===== config.mk =====
export PLATFORM = sky130hd
export DESIGN_NAME = olink_link_sequencer
export DESIGN_NICKNAME = d
export VERILOG_FILES = /design/src/rtl/olink_seq_pkg.sv /design/src/rtl/olink_seq_sync.sv /design/src/rtl/olink_link_sequencer.sv
export SDC_FILE = /design/constraint.sdc
export NUM_CORES = 1
export LEC_CHECK = 0
export CORE_MARGIN = 2
export CORE_UTILIZATION = 30
export DETAILED_ROUTE_END_ITERATION = 16
export MAX_ROUTING_LAYER = met4
export SLEW_MARGIN = 5
export SYNTH_ARGS = -nofsm -noshare
export SYNTH_HDL_FRONTEND = slang
export SYNTH_SLANG_ARGS = --single-unit
export TNS_END_PERCENT = 1

===== constraint.sdc =====
create_clock -name sysClk125 -period 4.9 [get_ports sysClk125]
set_clock_uncertainty 0.05 [all_clocks]
set_input_delay 1.225 -clock sysClk125 [delete_from_list [all_inputs] [get_ports sysClk125]]
set_output_delay 1.225 -clock sysClk125 [all_outputs]
set_load 0.05 [all_outputs]

===== src/rtl/olink_seq_pkg.sv =====
// rtl/olink_seq_pkg.sv - state encoding and counter widths for the optical link sequencer
package olink_seq_pkg;

  typedef enum logic [2:0] {
    ST_IDLE       = 3'd0,
    ST_RST_QPLL   = 3'd1,
    ST_WAIT_QPLL  = 3'd2,
    ST_WAIT_TXCLK = 3'd3,
    ST_WAIT_MMCM  = 3'd4,
    ST_WAIT_RX    = 3'd5,
    ST_LINK_UP    = 3'd6,
    ST_FAILED     = 3'd7
  } seq_state_t;

  localparam int RETRY_W = 4;
  localparam int DROP_W  = 16;

  // Reset levels held in each state, packed as {qpll, mmcm, gt_tx, gt_rx}.
  function automatic logic [3:0] reset_levels(input seq_state_t s);
    case (s)
      ST_WAIT_QPLL:  reset_levels = 4'b0111;
      ST_WAIT_TXCLK: reset_levels = 4'b0101;
      ST_WAIT_MMCM:  reset_levels = 4'b0001;
      ST_WAIT_RX,
      ST_LINK_UP:    reset_levels = 4'b0000;
      default:       reset_levels = 4'b1111;
    endcase
  endfunction

endpackage


===== src/rtl/olink_seq_sync.sv =====
// rtl/olink_seq_sync.sv - two-flop synchronizer for one asynchronous status bit
module olink_seq_sync (
  input  logic sysClk125,
  input  logic sysClk125Rst,
  input  logic d,
  output logic q
);

  logic meta;

  always_ff @(posedge sysClk125) begin
    if (sysClk125Rst) begin
      meta <= 1'b0;
      q    <= 1'b0;
    end else begin
      meta <= d;
      q    <= meta;
    end
  end

endmodule


===== src/rtl/olink_link_sequencer.sv =====
// rtl/olink_link_sequencer.sv - QPLL/GT/MMCM reset sequencing, RX alignment check and link-loss recovery
module olink_link_sequencer
  import olink_seq_pkg::*;
#(
  parameter int QPLL_RST_CYCLES = 64,
  parameter int MMCM_RST_CYCLES = 32,
  parameter int LOCK_TIMEOUT    = 125000,
  parameter int STABLE_CYCLES   = 1024,
  parameter int MAX_RETRIES     = 7
) (
  input  logic              sysClk125,
  input  logic              sysClk125Rst,
  input  logic              enable,
  input  logic              restart,
  input  logic              qpll_lock,
  input  logic              qpll_refclklost,
  input  logic              clk_link_lock,
  input  logic              rx_valid,
  output logic              qpll_reset,
  output logic              mmcm_reset,
  output logic              gt_tx_reset,
  output logic              gt_rx_reset,
  output logic              link_up,
  output logic              link_failed,
  output logic [2:0]        state,
  output logic [RETRY_W-1:0] retry_count,
  output logic [DROP_W-1:0]  link_drop_count
);

  localparam int TW = $clog2(LOCK_TIMEOUT + 1);
  localparam int SW = $clog2(STABLE_CYCLES + 1);
  localparam logic [TW-1:0] TIMER_MAX  = TW'(LOCK_TIMEOUT);
  localparam logic [TW-1:0] TIMEOUT_AT = TW'(LOCK_TIMEOUT - 1);
  localparam logic [TW-1:0] QPLL_LAST  = TW'(QPLL_RST_CYCLES - 1);
  localparam logic [TW-1:0] MMCM_LAST  = TW'(MMCM_RST_CYCLES - 1);
  localparam logic [SW-1:0] STAB_LAST  = SW'(STABLE_CYCLES - 1);
  localparam logic [RETRY_W-1:0] RETRY_LIMIT = RETRY_W'(MAX_RETRIES);

  logic qpll_lock_s, qpll_refclklost_s, clk_link_lock_s, rx_valid_s;

  olink_seq_sync u_sync_qpll_lock (.sysClk125(sysClk125), .sysClk125Rst(sysClk125Rst), .d(qpll_lock),       .q(qpll_lock_s));
  olink_seq_sync u_sync_refclk    (.sysClk125(sysClk125), .sysClk125Rst(sysClk125Rst), .d(qpll_refclklost), .q(qpll_refclklost_s));
  olink_seq_sync u_sync_mmcm_lock (.sysClk125(sysClk125), .sysClk125Rst(sysClk125Rst), .d(clk_link_lock),   .q(clk_link_lock_s));
  olink_seq_sync u_sync_rx_valid  (.sysClk125(sysClk125), .sysClk125Rst(sysClk125Rst), .d(rx_valid),        .q(rx_valid_s));

  seq_state_t           state_q, state_d;
  logic [TW-1:0]        timer_q;
  logic [SW-1:0]        stab_q;
  logic [RETRY_W-1:0]   retry_q, retry_d;
  logic [DROP_W-1:0]    drop_q, drop_d;
  logic                 timer_clr;
  logic                 take_timeout;

  logic timeout, stab_done, status_ok;
  assign timeout   = (timer_q == TIMEOUT_AT);
  assign stab_done = rx_valid_s && (stab_q == STAB_LAST);
  assign status_ok = qpll_lock_s && !qpll_refclklost_s && clk_link_lock_s && rx_valid_s;

  always_comb begin
    state_d      = state_q;
    retry_d      = retry_q;
    drop_d       = drop_q;
    timer_clr    = 1'b0;
    take_timeout = 1'b0;
    if (!enable) begin
      state_d = ST_IDLE;
      retry_d = '0;
    end else if (restart) begin
      state_d   = ST_RST_QPLL;
      retry_d   = '0;
      timer_clr = 1'b1;
    end else begin
      case (state_q)
        ST_IDLE:       state_d = ST_RST_QPLL;
        ST_RST_QPLL:   if (timer_q == QPLL_LAST) state_d = ST_WAIT_QPLL;
        ST_WAIT_QPLL:  if (qpll_lock_s && !qpll_refclklost_s) state_d = ST_WAIT_TXCLK;
                       else if (timeout) take_timeout = 1'b1;
        ST_WAIT_TXCLK: if (timer_q == MMCM_LAST) state_d = ST_WAIT_MMCM;
        ST_WAIT_MMCM:  if (clk_link_lock_s) state_d = ST_WAIT_RX;
                       else if (timeout) take_timeout = 1'b1;
        ST_WAIT_RX:    if (stab_done) state_d = ST_LINK_UP;
                       else if (timeout) take_timeout = 1'b1;
        ST_LINK_UP: begin
          if (!status_ok) begin
            drop_d  = (drop_q == '1) ? drop_q : drop_q + DROP_W'(1);
            retry_d = '0;
            state_d = ST_RST_QPLL;
          end
        end
        ST_FAILED:     state_d = ST_FAILED;
        default:       state_d = ST_IDLE;
      endcase
      // Forward progress beats a timeout landing on the same cycle.
      if (take_timeout) begin
        if (retry_q == RETRY_LIMIT) begin
          state_d = ST_FAILED;
        end else begin
          retry_d = retry_q + RETRY_W'(1);
          state_d = ST_RST_QPLL;
        end
      end
    end
  end

  always_ff @(posedge sysClk125) begin
    if (sysClk125Rst) begin
      state_q     <= ST_IDLE;
      timer_q     <= '0;
      stab_q      <= '0;
      retry_q     <= '0;
      drop_q      <= '0;
      {qpll_reset, mmcm_reset, gt_tx_reset, gt_rx_reset} <= 4'b1111;
      link_up     <= 1'b0;
      link_failed <= 1'b0;
    end else begin
      state_q <= state_d;
      retry_q <= retry_d;
      drop_q  <= drop_d;
      if (timer_clr || (state_d != state_q)) timer_q <= '0;
      else if (timer_q != TIMER_MAX)         timer_q <= timer_q + TW'(1);
      if ((state_q == ST_WAIT_RX) && (state_d == ST_WAIT_RX) && rx_valid_s) stab_q <= stab_q + SW'(1);
      else                                                                   stab_q <= '0;
      // Outputs come from the next state so they line up with the state register.
      {qpll_reset, mmcm_reset, gt_tx_reset, gt_rx_reset} <= reset_levels(state_d);
      link_up     <= (state_d == ST_LINK_UP);
      link_failed <= (state_d == ST_FAILED);
    end
  end

  assign state           = state_q;
  assign retry_count     = retry_q;
  assign link_drop_count = drop_q;

endmodule


After elaboration in Yosys (flattened, before gate mapping)

Cells that the tools add are included.

Output and inout port bits: 29
Register bits: 65
Logic and storage cells: 88
Input port bits: 8

Reduce and logical (&&, ||, !) cells: 14
Bitwise gates (word level): 5
Mux-type cells: 25
Add/subtract/negate cells: 4
Equal/unequal tests: 21

Operators by type and width:

| kind                                                  | number |
|---|---|
| 2-to-1 mux 3 bit                                      | 10 |
| equality test 3 bit, second input constant            | 8 |
| case mux 3 bit (8 select lines)                       | 1 |
| adder 17 x 1 -> 17 bit, second input constant         | 1 |
| equality test 17 bit, second input constant           | 1 |
| equality test 17 x 5 -> 1 bit, second input constant  | 1 |
| equality test 17 x 6 -> 1 bit, second input constant  | 1 |
| inequality test 17 bit, second input constant         | 1 |
| adder 16 x 1 -> 16 bit, second input constant         | 1 |
| equality test 16 bit, second input constant           | 1 |
| 2-to-1 mux 4 bit                                      | 4 |
| case mux 4 bit (4 select lines)                       | 1 |
| equality test 3 x 2 -> 1 bit, second input constant   | 4 |
| adder 11 x 1 -> 11 bit, second input constant         | 1 |
| equality test 11 x 10 -> 1 bit, second input constant | 1 |
| 2-to-1 mux 1 bit                                      | 8 |
| logical AND 1 bit                                     | 6 |
| OR reduction 2 bit                                    | 3 |
| inverter 1 bit                                        | 5 |
| AND reduction 5 bit                                   | 1 |
| adder 4 x 1 -> 4 bit, second input constant           | 1 |
| equality test 4 x 3 -> 1 bit, second input constant   | 1 |
| equality test 3 x 1 -> 1 bit, second input constant   | 1 |
| logical NOT 3 bit                                     | 1 |
| 5 further kinds                                       | 5 |

Longest topological paths before layout

Gate-level depths: netlist of the first run.

Depth after elaboration: 14
Mapped depth: 10

Cells and area by module

Synthesis of the first run repeated with hierarchy kept, for this count alone.

Cell total of the unflattened synthesis: 363
Area, all modules: 3144.3 sq um

By module, submodules not included:

| module               | area each (sq um) | sequential area each (sq um) | instances | cells each |
|---|---|---|---|---|
| olink_link_sequencer | 2934.1            | 1141.1                       | 1         | 347 |
| olink_seq_sync       | 52.6              | 40.0                         | 4         | 4 |

Worst setup path before layout of the first run

No wires, ideal clock.

Path type: in2reg
From: input port restart
To: register drop_q[13], in the netlist link_drop_count[13]
Path buffers: 1
Arrival: 2838 ps
Slack: 1884 ps
Data required time: 4722 ps
Cell stages on the path: 8
Cell sequence: nand2b_1 clkbuf_1 nor4_1 o31ai_1 nor4_1 nor2b_1 xnor2_1 nor2_1

Word-level cells in the longest chain between the ends: 2

RTL lines:

| item                                 | RTL line                    | text |
|---|---|---|
| start: declaration                   | olink_link_sequencer.sv:14  | `input logic restart,` |
| inverter 1 bit (no source line)      | n/a                         |  |
| AND reduction 5 bit (no source line) | n/a                         |  |
| end signal: assignment               | olink_link_sequencer.sv:118 | `drop_q <= drop_d;` |
| end: declaration                     | olink_link_sequencer.sv:50  | `logic [DROP_W-1:0] drop_q, drop_d;` |

Every way passes these cells.
A chain may end at the register's enable or synchronous reset.

Worst setup path after layout of the first run

From: input port enable
To: register drop_q[13], in the netlist link_drop_count[13]

Word-level cells in the longest chain between the ends: 1

RTL lines:

| item                                 | RTL line                   | text |
|---|---|---|
| start: declaration                   | olink_link_sequencer.sv:13 | `input logic enable,` |
| AND reduction 5 bit (no source line) | n/a                        |  |

Every way passes these cells.

==> results of run 1 <==
-- flip-flops by register name, indices dropped and copies added (netlist names), 3 cells and up --
register / flops
link_drop_count: 16
retry_count: 4
stab_q: 11
state: 3
timer_q: 17
-- per-stage QoR --
stage / cells / utilization (%) / hold WS, ns
global placement: 537 / 34.9 / 0.380
finish: 553 / 37.0 / 0.391
floorplan: 373 / - / 0.364
CTS: 553 / 37.0 / 0.392
detailed placement: 537 / 34.9 / 0.376
global route: 553 / 37.0 / 0.415
-- final timing paths --
| check | cells after the start | from | endpoint | slack (ns) |
|---|---|---|---|---|
| max | 8 | enable | link_drop_count[13] | 1.34 |
| min | 1 | u_sync_qpll_lock.meta | u_sync_qpll_lock.q | 0.39 |
| max reg2reg | 7 | timer_q[7] | timer_q[0] | 1.74 |
| min reg2reg | 1 | u_sync_qpll_lock.meta | u_sync_qpll_lock.q | 0.39 |
-- layer usage --
layer  part of all wire, %  global-route usage [%]  vias up
met4                   1.0                    3.94        0
li1                      -                       -     1401
met5                     0                       -        -
met1                    49                    17.2     1273
met3                   5.1                    5.08        6
met2                    45                    20.7       54
-- cells by family (layout without fill, tap and decap cells) --
kind of cell | count (synthesis) | after routing | synth area share (%)
AND/OR/NAND/NOR | 191 | 191 | 34.7
flip-flops | 65 | 65 | 39.5
AO/OA/AOI/OAI | 47 | 47 | 9.92
XOR/XNOR | 35 | 35 | 9.31
buffers and inverters | 27 | 67 | 3.72
adder cells (fa/ha/maj) | 5 | 5 | 1.90
multiplexers | 3 | 3 | 0.912
-- cell usage in the layout (no fill, tap or decap), drive strengths merged, types with 4 or more instances in the layout --
cell	synthesis	final
dfxtp	65	65
nor3	37	37
nor2	36	36
clkdlybuf4s50	0	36
nand3	26	26
nand2	18	18
xor2	18	18
xnor2	17	17
inv	13	15
or3	13	13
nor2b	12	12
a21oi	12	12
o21ai	11	11
nand4	10	10
and3	10	10
clkbuf	9	9
nor4	6	6
or2	5	5
ha	5	5
a211oi	5	5
nand2b	4	4
-- synth_stat cells, drive strengths merged (2+ instances only) --
| cell | count | area share (%) |
|---|---|---|
| a211oi | 5 | 1.3 |
| a21oi | 12 | 2.2 |
| a31oi | 2 | 0.38 |
| and3 | 10 | 2.0 |
| and4 | 3 | 0.80 |
| buf | 5 | 1.2 |
| clkbuf | 9 | 1.1 |
| dfxtp | 65 | 40 |
| ha | 5 | 1.9 |
| inv | 13 | 1.5 |
| mux2i | 3 | 0.91 |
| nand2 | 18 | 2.1 |
| nand2b | 4 | 0.76 |
| nand3 | 26 | 4.1 |
| nand4 | 10 | 1.9 |
| nor2 | 36 | 4.1 |
| nor2b | 12 | 2.3 |
| nor3 | 37 | 8.9 |
| nor4 | 6 | 1.1 |
| o211ai | 2 | 0.46 |
| o21ai | 11 | 1.7 |
| o31a | 2 | 0.53 |
| o31ai | 2 | 0.46 |
| or2 | 5 | 0.95 |
| or3 | 13 | 2.9 |
| or4 | 3 | 0.72 |
| xnor2 | 17 | 4.5 |
| xor2 | 18 | 4.8 |
-- worst reg2reg max path, stage by stage, from the launching register on --
cell,delay (ns)
dfxtp_1,0.36
or3_4,0.43
or3_1,0.38
or3_4,0.45
or2_2,0.34
a211oi_1,0.22
a31o_1,0.66
nor3_1,0.14
-- where the power goes --
group	internal, W	total, W	switching (W)
Clock	0.000290	0.000515	0.000224
Sequential	0.000532	0.000535	0.00000376
Combinational	0.0000142	0.0000372	0.0000229
-- final cells by class --
type / count / area, um2
clock buffers: 9 / 124
clock inverters: 7 / 101
fillers: 1109 / 6800
inverters: 13 / 48.8
multi-input cells: 281 / 1870
flip-flops and latches: 65 / 1300
well taps: 140 / 175
repair buffers: 38 / 375
==> results.md, run 1 <==
* Clock buffer count from CTS at 9
* Number of instances in the synthesized netlist at 373
* Area of the mapped netlist at 3290 um2
* Number of top-level pins at 37
* DR vias/cell at about 5
* Async set-reset flop share out of synthesis at 0%
* Count of standard-cell rows at 38
* Predominant post-synthesis flop cell: dfxtp_1
* Crit path time final at 3.56 ns
* Share of the yosys chip area belonging to registers at about 40%
* Wire length per cell after detailed routing at 13.0 um
* Global Route Usage Sum at a little over an eighth
* Number of optimization iterations in the first detailed-route pass at 4
* Number of max-capacitance violations reported at 0
* Count of flip-flops with a built-in enable after synthesis at 0
* Sink count of the clock tree at 65
* Count of warnings emitted by yosys at 0
* Number of DRC violations after detailed routing at 0
* Min setup slack post-route at 1.34 ns
* Floorplan die width at between 100 and 150 um
* Number of global-route vias before repair at 2664
* Number of buffers and inverters on the critical path at 1
* Netlist cell types at 60
* Post-CTS repair timing setup buffer count at 0
* CTS hold repair buffers at 0
* Worst setup path class: in -> reg
* Outcome: completed
* Critical path cell sequence: clkdlybuf4s50_1 -> nand2b_1 -> nor4_1 -> o31ai_1 -> nor4_1 -> nor2b_1 -> xnor2_1 -> nor2_1
* RSZ-0062 raised after global routing: false
* Peak per-stage delay on the critical path at 0.69 ns
* Share of the clock period used by the worst path after layout at 72.6%
* Placeable core region at about 11000 um2
* Post-synthesis register bit count at 65
* CP top delay family: simple AND/OR/NAND/NOR gates
* Static leakage at ~1.2 nW
* Critical path capture point type: register
* Layout cell share with drive strength beyond 1 at 12.8%
* Die area at 11800 um2
* Number of antenna violations at the first check in global routing at 0
* Worst slew margin relative to its limit at between 30% and 40%
* Buffer cell driving the clock tree root: clkbuf_8
* CTS tree: yes
* Worst endpoint data arrival time at 3.75 ns
* Final hold violation count at 0
* Final instance area at 4000 um2
* Peak fanout along the critical path at 8
* Power per standard cell area at roughly 270 nW/um2
* First-pass GRT wire length at 12.5 mm
* Sum of internal, switching and leakage power at 0.00109 W
* Clock slew seen by the registers of the worst setup and hold paths at about 0.080 ns
* Count of H-tree levels built during CTS at 3
* Final antenna-violating net count at 0
* Number of endpoints failing setup at the final stage at 0
* Area after detailed placement at 3770 um2
* Launching element type of the critical path: input pin
* Clock insertion delay at the later pin of the skew report at 0.35 ns
* Detail Placement HPWL at 5.09 mm
* Count of antenna diodes in the layout at 0
* Initial drt markers at 112
* Synthesized net count at 386
* Number of I/O port buffers at 36
* Worst ir drop on vdd at roughly 0.15 mV
* Area growth from synthesis to layout at 21.3%
* Largest net degree at the start of global routing at 32
* RD Place Congestion at 0.823
* Gr ovfl total at 0
* Crit-path most repeated cell: nor4_1
* Required time at the worst-slack endpoint at 5.09 ns
* Critical-path top delay cell: nor4_1
* Post-layout nets at roughly 420
* Total routed wirelength at 7.19 mm
* Fin Setup TNS at 0 ns
* Hold crit path type: reg -> reg
* Resize count post-CTS at 0
* Effective utilization at floorplan at between 30 and 40%
* Synth Area per Inst at 8.83 um2
* Slew @ Worst Pin at 0.902 ns
* Maximum buffer depth of the clock tree at 2
* Worst setup slack before clock tree synthesis at 0.975 ns
* Max Slew Vio Count at 0
* Maximum operating frequency at 281 MHz
* Vertical die dimension at 109 um
* Via total after detailed routing at 2734
Note: power is estimated with default switching activity, not from simulation.
==> inputs of run 2 (changes only) <==
Clock period 4.9 ns to 3.1 ns, I/O delays scaled along.
==> run 2 against run 1 <==
Register-to-register slack worse by 1.6 ns. Sequential share of layout area is 0.83 points lower. Design area is 2.6% higher. Combinational power is 86% higher. Non-clock buffer count is 14 higher. Critical path depth is 1 lower. Sequential power is 58% higher. Sequential cell count stayed put. First-iteration DRC count is 18% higher. Hold slack hardly changed. Final cell count is 2.5% higher.
==> results.md, run 2 (same netlist as run 1, synthesis figures left out) <==
* Vertical die dimension at 109 um
* Number of max-capacitance violations reported at 0
* Largest Register: timer_q
* Highest metal used: met4
* Number of I/O port buffers at 36
* Buffer cell driving the clock tree root: clkbuf_8
* Number of DRC violations after detailed routing at 0
* Placeable core region at 10800 um2
* Crit path time final at 2.95 ns
* CTS tree: yes
* Maximum operating frequency at 339 MHz
* Post-layout nets at 435
* Effective utilization at floorplan at a little under a third
* Min setup slack post-route at 0.152 ns
* Crit-path most repeated cell: or3_4
* CTS hold repair buffers at 0
* Clock slew seen by the registers of the worst setup and hold paths at 0.07 ns
* Area after detailed placement at 3890 um2
* First-pass GRT wire length at 12.5 mm
* Most frequent cells in the layout: dfxtp_1 (65), nor2_1 (36), clkdlybuf4s50_1 (36)
* Wire length on met3 at roughly 430 um
* Worst endpoint data arrival time at 3.16 ns
* Gr ovfl total at 0
* WL met1 at 3.57 mm
* Peak per-stage delay on the critical path at around 0.44 ns
* Peak fanout along the critical path at 11
* Final instance count without filler cells at 567
* Worst setup path class: reg -> reg
* Count of H-tree levels built during CTS at 3
* Hold Path Origin: u_sync_qpll_lock.meta
* RD Place Congestion at roughly 0.85
* Floorplan die width at 109 um
* Worst setup path startpoint: timer_q[7]
* Share of the clock period used by the worst path after layout at approximately 95%
* Number of antenna violations at the first check in global routing at 0
* Clock insertion delay at the later pin of the skew report at 0.34 ns
* Critical path cell sequence: or3_4 -> or3_1 -> or3_4 -> or3_4 -> a21oi_4 -> nand3_2 -> nor3_2
* Post-Place Cells at ~550
* CP top delay family: simple AND/OR/NAND/NOR gates
* Area growth from synthesis to layout at 24.5%
* Combined area of the multi-input logic cells at 1870 um2
* Worst slew margin relative to its limit at about 57%
* Fill cell count at 1096
* Launching element type of the critical path: register
* Power per standard cell area at around 410 nW/um2
* Total routed wirelength at 7.47 mm
* Via total after detailed routing at approximately 2800
* Final hold violation count at 0
* Layout cell share with drive strength beyond 1 at 15.5%
* Clock buffer count from CTS at 9
* Global Route Usage Sum at roughly 14%
* Number of optimization iterations in the first detailed-route pass at 4
* Metal2 WL at 3.41 mm
* Max Slew Vio Count at 0
* Fin Setup TNS at 0 ns
* DR vias/cell at 5.01
* Flip-flop count of the largest register, all copies and words added at 17
* Count of standard-cell rows at 38
* Die area at 11800 um2
* Commonest non-fill, non-tap cell in the layout: dfxtp_1
* Number of top-level pins at 37
* Worst hold slack at 0.390 ns
* Maximum buffer depth of the clock tree at 2
* Count of antenna diodes in the layout at 0
* Initial drt markers at 132
* Worst setup slack before clock tree synthesis at -0.0191 ns
* Hold crit path type: reg -> reg
* Number of buffers and inverters on the critical path at 0
* Detail Placement HPWL at 5.41 mm
* Register cell area after layout at 1300 um2
* Final antenna-violating net count at 0
* RSZ-0062 raised after global routing: false
* Critical path capture point type: register
* Wire length per cell after detailed routing at 13.2 um
* Outcome: completed
* Worst ir drop on vdd at about 0.19 mV
* Required time at the worst-slack endpoint at around 3.3 ns
* Number of global-route vias before repair at about 2600
* Number of endpoints failing setup at the final stage at 0
* Slew @ Worst Pin at 0.645 ns
* Sink count of the clock tree at 65
* Static leakage at 1.30 nW
* Reg-to-reg critical path startpoint: timer_q[7]
* Final instance area at 4100 um2
* Largest net degree at the start of global routing at 26
* Critical-path top delay cell: or3_4
run 2: final cells by class:
cell class	count	area share (%)
Clock buffer	11	3.21
Clock inverter	5	1.95
Inverter	13	1.19
Multi-Input combinational cell	281	45.6
Sequential cell	65	31.7
Tap cell	140	4.27
Timing Repair Buffer	52	12.0
run 2: final timing paths:
| kind | to | slack, ns | cells past startpoint |
|---|---|---|---|
| max | stab_q[9] | 0.15 | 7 |
| max reg2reg | stab_q[9] | 0.15 | 7 |
| min reg2reg | u_sync_qpll_lock.q | 0.39 | 1 |
| min | u_sync_qpll_lock.q | 0.39 | 1 |
run 2: metrics by stage:
stage / total power, W / utilization [%]
global route: 0.00175 / 38.0
detailed placement: 0.000934 / 36.0
finish: 0.00169 / 38.0
CTS: 0.00171 / 38.0
floorplan: 0.000905 / -
global placement: 0.000933 / 36.0
run 2: timing repair:
item	CTS	global route
endpoints found under the setup margin	8	0
resized for setup	1	0
buffers inserted	0	0
run 2: worst reg2reg max path, delay by kind of cell, from the launching register on:
| family | cells | cell delay [ns] |
|---|---|---|
| AOI/OAI and AO/OA | 1 | 0.24 |
| and+or+nand+nor | 6 | 2.22 |
| DFF | 1 | 0.35 |
run 2: metal layers:
layer / GRT usage [%] / vias up
met4: 3.30 / 0
met3: 4.42 / 6
met2: 20.5 / 74
met1: 18.1 / 1330
met5: - / -
li1: - / 1429
run 2: report_power, final:
group | internal, W | switching [W]
sequential | 0.000841 | 0.00000466
combinational | 0.0000297 | 0.0000395
clock | 0.000452 | 0.000325
total | 0.00132 | 0.000369
